### config.mk
export PLATFORM = sky130hd
export DESIGN_NAME = johnson_decoder
export DESIGN_NICKNAME = d
export VERILOG_FILES = /design/src/rtl/johnson_decoder.sv
export SDC_FILE = /design/constraint.sdc
export NUM_CORES = 1
export LEC_CHECK = 0
export CORE_UTILIZATION = 60
export DETAILED_ROUTE_END_ITERATION = 16
export DONT_BUFFER_PORTS = 1
export PLACE_DENSITY = 0.82
export SKIP_CTS_REPAIR_TIMING = 1
export SLEW_MARGIN = 10
export SYNTH_ARGS = -nofsm -noshare
export SYNTH_HDL_FRONTEND = slang
export SYNTH_SLANG_ARGS = --single-unit
### constraint.sdc
create_clock -name clk -period 3.7 [get_ports clk]
set_input_delay 0.74 -clock clk [delete_from_list [all_inputs] [get_ports clk]]
set_output_delay 0.74 -clock clk [all_outputs]
set_load 0.05 [all_outputs]
### src/rtl/johnson_decoder.sv
// Decodes a sampled Johnson count to a binary index, flags illegal words and broken steps,
// counts errors (saturating) and reports lock after LOCK_CNT consecutive good steps. One-cycle latency.
module johnson_decoder #(
   parameter int N        = 4,
   parameter int LOCK_CNT = 4,
   localparam int IW      = $clog2(2 * N)
) (
   input  logic          clk,
   input  logic          rst,
   input  logic [N-1:0]  code_in,
   input  logic          code_valid,
   input  logic          clr_err,
   output logic [IW-1:0] index,
   output logic          index_valid,
   output logic          illegal,
   output logic          seq_err,
   output logic          locked,
   output logic [7:0]    err_count
);

   typedef enum logic {UNLOCKED = 1'b0, LOCKED = 1'b1} state_t;

   localparam logic [N-1:0]  ONE_N   = N'(1);
   localparam logic [IW-1:0] ONE_I   = IW'(1);
   localparam logic [IW-1:0] LAST    = IW'(2 * N - 1);
   localparam logic [IW-1:0] HALF    = IW'(N);
   localparam logic [7:0]    LOCK_TH = 8'(LOCK_CNT);

   state_t        fsm;
   logic [IW-1:0] ref_idx;
   logic          have_ref;
   logic [7:0]    run;

   logic [N-1:0]  lo_word;
   logic [IW-1:0] ones;
   logic [IW-1:0] dec_idx;
   logic [IW-1:0] succ;
   logic          legal;
   logic          good;
   logic          err_event;
   logic [7:0]    run_inc;

   // Folding the upper half onto the lower half makes every legal word a run of ones from bit 0.
   always_comb begin
      lo_word = code_in[N-1] ? ~code_in : code_in;
      legal   = ((lo_word & (lo_word + ONE_N)) == '0);
      ones    = '0;
      for (int i = 0; i < N; i++) begin
         ones = ones + IW'(lo_word[i]);
      end
      dec_idx   = code_in[N-1] ? (HALF + ones) : ones;
      succ      = (ref_idx == LAST) ? '0 : (ref_idx + ONE_I);
      good      = have_ref && (dec_idx == succ);
      err_event = code_valid && (!legal || (have_ref && !good));
      run_inc   = (run == 8'hFF) ? run : (run + 8'd1);
   end

   always_ff @(posedge clk or posedge rst) begin
      if (rst) begin
         fsm         <= UNLOCKED;
         ref_idx     <= '0;
         have_ref    <= 1'b0;
         run         <= 8'd0;
         index       <= '0;
         index_valid <= 1'b0;
         illegal     <= 1'b0;
         seq_err     <= 1'b0;
         locked      <= 1'b0;
         err_count   <= 8'd0;
      end else begin
         index_valid <= 1'b0;
         illegal     <= 1'b0;
         seq_err     <= 1'b0;
         if (code_valid) begin
            if (!legal) begin
               illegal  <= 1'b1;
               have_ref <= 1'b0;
               run      <= 8'd0;
               fsm      <= UNLOCKED;
               locked   <= 1'b0;
            end else begin
               index       <= dec_idx;
               index_valid <= 1'b1;
               ref_idx     <= dec_idx;
               have_ref    <= 1'b1;
               if (!have_ref) begin
                  run <= 8'd0;
               end else if (good) begin
                  run <= run_inc;
                  if (fsm == UNLOCKED && run_inc >= LOCK_TH) begin
                     fsm    <= LOCKED;
                     locked <= 1'b1;
                  end
               end else begin
                  seq_err <= 1'b1;
                  run     <= 8'd0;
                  fsm     <= UNLOCKED;
                  locked  <= 1'b0;
               end
            end
         end
         if (clr_err) begin
            err_count <= 8'd0;
         end else if (err_event && err_count != 8'hFF) begin
            err_count <= err_count + 8'd1;
         end
      end
   end

endmodule

==> qor.csv <==
metric,value,unit
via_count,1190,
die_y,52.1,µm
vias_per_cell,6.72,
finalMaxSlewViolations,0,
crit_slowest_cell,nor2_2,
num_io_pins,23,
drive_gt1_frac,0.0872,
antenna_found_initial,0,
drt_wl_total,3.03,mm
syn_nets,170,
cp.arrival,3.14,ns
startpoint_type,input pin,
post-route-period-util,0.791,
ys_seq_area_frac,0.398,
syn-cell-area,1510,µm²
gr-total-overflow,0,
htree_levels,1,
setup_viol_count_final,0,
clk_latency,0.32,ns
finalSetupTns,0,ns
wl_per_cell,17.1,µm
drt_iter0_drc,29,
num_rows,17,
cp_cell_sequence,"xor2_1, ha_1, ha_1, ha_1, xnor3_1, nand4_1, nor2_2, nor3b_1, mux2_2",
syn_inst,154,
cpMostUsedCell,ha_1,
syn_area_per_cell,9.79,µm²
grt_pass1_vias,1168,
tightestPinTransition,0.891,ns
track_usage,0.266,
hold_path_class,in2reg,
place_hpwl,2.27,mm
status,finished clean,
skew,0.00954,ns
powerDensity,428,nW/µm²
clock.fmax,0.342,GHz
place_congestion,0.803,
slew_headroom,0.405,
start_util,0.656,
end_kind,flop,
core,2300,µm²
critPathRequiredTime,3.92,ns
cts_buffers,3,
area_growth,1.74,%
drv_cap,0,
leakage,0.000663,µW
drtPass1Iterations,4,
postRouteAntennaNets,0,
fillers,179,
vdd_ir_drop_max,291,µV
hold_viol,0,
period_minus_slack,2.93,ns
synth_commonest_cells,"dfrtp_1, a21oi_1, nand2_1",
final_cells,177,
synth_most_common_cell,dfrtp_1,
die_area,2720,µm²
cp_max_fo,19,
async_flop_share,1.00,
ys.flop_type,dfrtp_1,
clock-sinks,24,
root_buffer,clkbuf_4,
synth-edff-count,0,
cts_tree,done,
drc,0,
power.total,657,µW
grt_pass1_wl,5.31,mm
grt_max_degree,25,
netlist-cell-type-count,44,
antenna_cells,0,
ys_ff_latch,24,
cts.path.max_buffers,2,
critical_path_class,in2reg,
port_buffers,0,
yosys.area.top_type,dfrtp_1,
die_w,52.1,µm
synthTopCellsByArea,"dfrtp_1, ha_1, a21oi_1",
finalNetCount,166,
synth_warnings,0,
max_stage_delay,0.54,ns
clkTransAtPathRegs,0.13,ns
rsz0062_at_grt,false,
dp_cells,173,
yosysTopAreaCellShare,0.398,
-- sequential cells by signal, indices dropped and copies added, names as in the netlist --
register / count
err_count: 8
illegal: 1
have_ref: 1
fsm: 1
index_valid: 1
ref_idx: 3
seq_err: 1
run: 8
-- layer usage --
metal  up-vias  routed length [µm]  part of all wire  track usage
met5         -                   0                 0            0
met4         0                  29            0.0096       0.0658
met3         4                 183             0.060       0.0643
met2        41                1560              0.52        0.440
met1       580                1250              0.41        0.348
li1        565                   -                 -            -
-- kinds of logic (layout without fill, tap and decap cells) --
| kind of cell | Yosys count | in the layout | synth area share |
|---|---|---|---|
| AOI/OAI and AO/OA | 38 | 38 | 0.168 |
| buffers and inverters | 16 | 11 | 0.0473 |
| xor gates and xnor gates | 6 | 6 | 0.0440 |
| muxes | 9 | 9 | 0.0747 |
| and+or+nand+nor | 53 | 53 | 0.196 |
| DFF | 24 | 24 | 0.398 |
| adders and majority gates | 8 | 8 | 0.0714 |
-- placed cells by master, fill, tap and decap left out, types with 4 or more instances in the layout --
cell type	count
o21ai_0	4
mux2_2	4
nor2_1	6
nand4_1	6
nand3_1	6
nand2_1	10
and3_1	7
o31ai_1	7
or4_1	5
a21oi_1	13
ha_1	7
inv_1	7
dfrtp_1	24
-- power breakdown --
group          switching (µW)  internal (µW)  leakage, µW  total, µW
sequential               88.7            282     0.000322        371
clock                    83.8           60.2    0.0000210        144
combinational            78.0           64.5     0.000319        142
total                     250            407     0.000663        657
-- worst paths after layout --
path | depth (start not counted) | to | startpoint | slack (ns)
hold / removal | 1 | err_count[5] | clr_err | 0.46
max in group asynchronous | 1 | run[7] | rst | 2.67
min in group asynchronous | 1 | illegal | rst | 0.47
setup / recovery | 9 | err_count[0] | code_in[3] | 0.77
setup reg to reg | 7 | err_count[0] | ref_idx[0] | 1.03
hold reg to reg | 1 | run[0] | run[0] | 0.52
-- per-stage QoR --
stage / instance area (µm²) / setup WS (ns) / utilization / hold WS [ns]
finish: 1530 / 0.773 / 0.668 / 0.464
global route: 1530 / 0.545 / 0.668 / 0.454
CTS: 1530 / 0.756 / 0.668 / 0.466
detailed placement: 1500 / 0.427 / 0.652 / 0.502
global placement: 1500 / 0.551 / 0.652 / 0.491
floorplan: 1510 / 0.603 / - / 0.471
-- area by class of cell --
type | count | area (µm²) | share of cell area
multi-input combinational | 114 | 836 | 0.545
tap | 28 | 35.0 | 0.0228
sequential | 24 | 601 | 0.392
clock buffer | 4 | 36.3 | 0.0237
inverter | 7 | 26.3 | 0.0171
-- critical path: cells and delay by family --
family                     cells  cell delay, ns
xor gates and xnor gates       2            0.51
and+or+nand+nor                3            0.87
muxes                          1            0.31
adders and majority gates      3            0.71
Note: power is estimated with default switching activity, not from simulation.
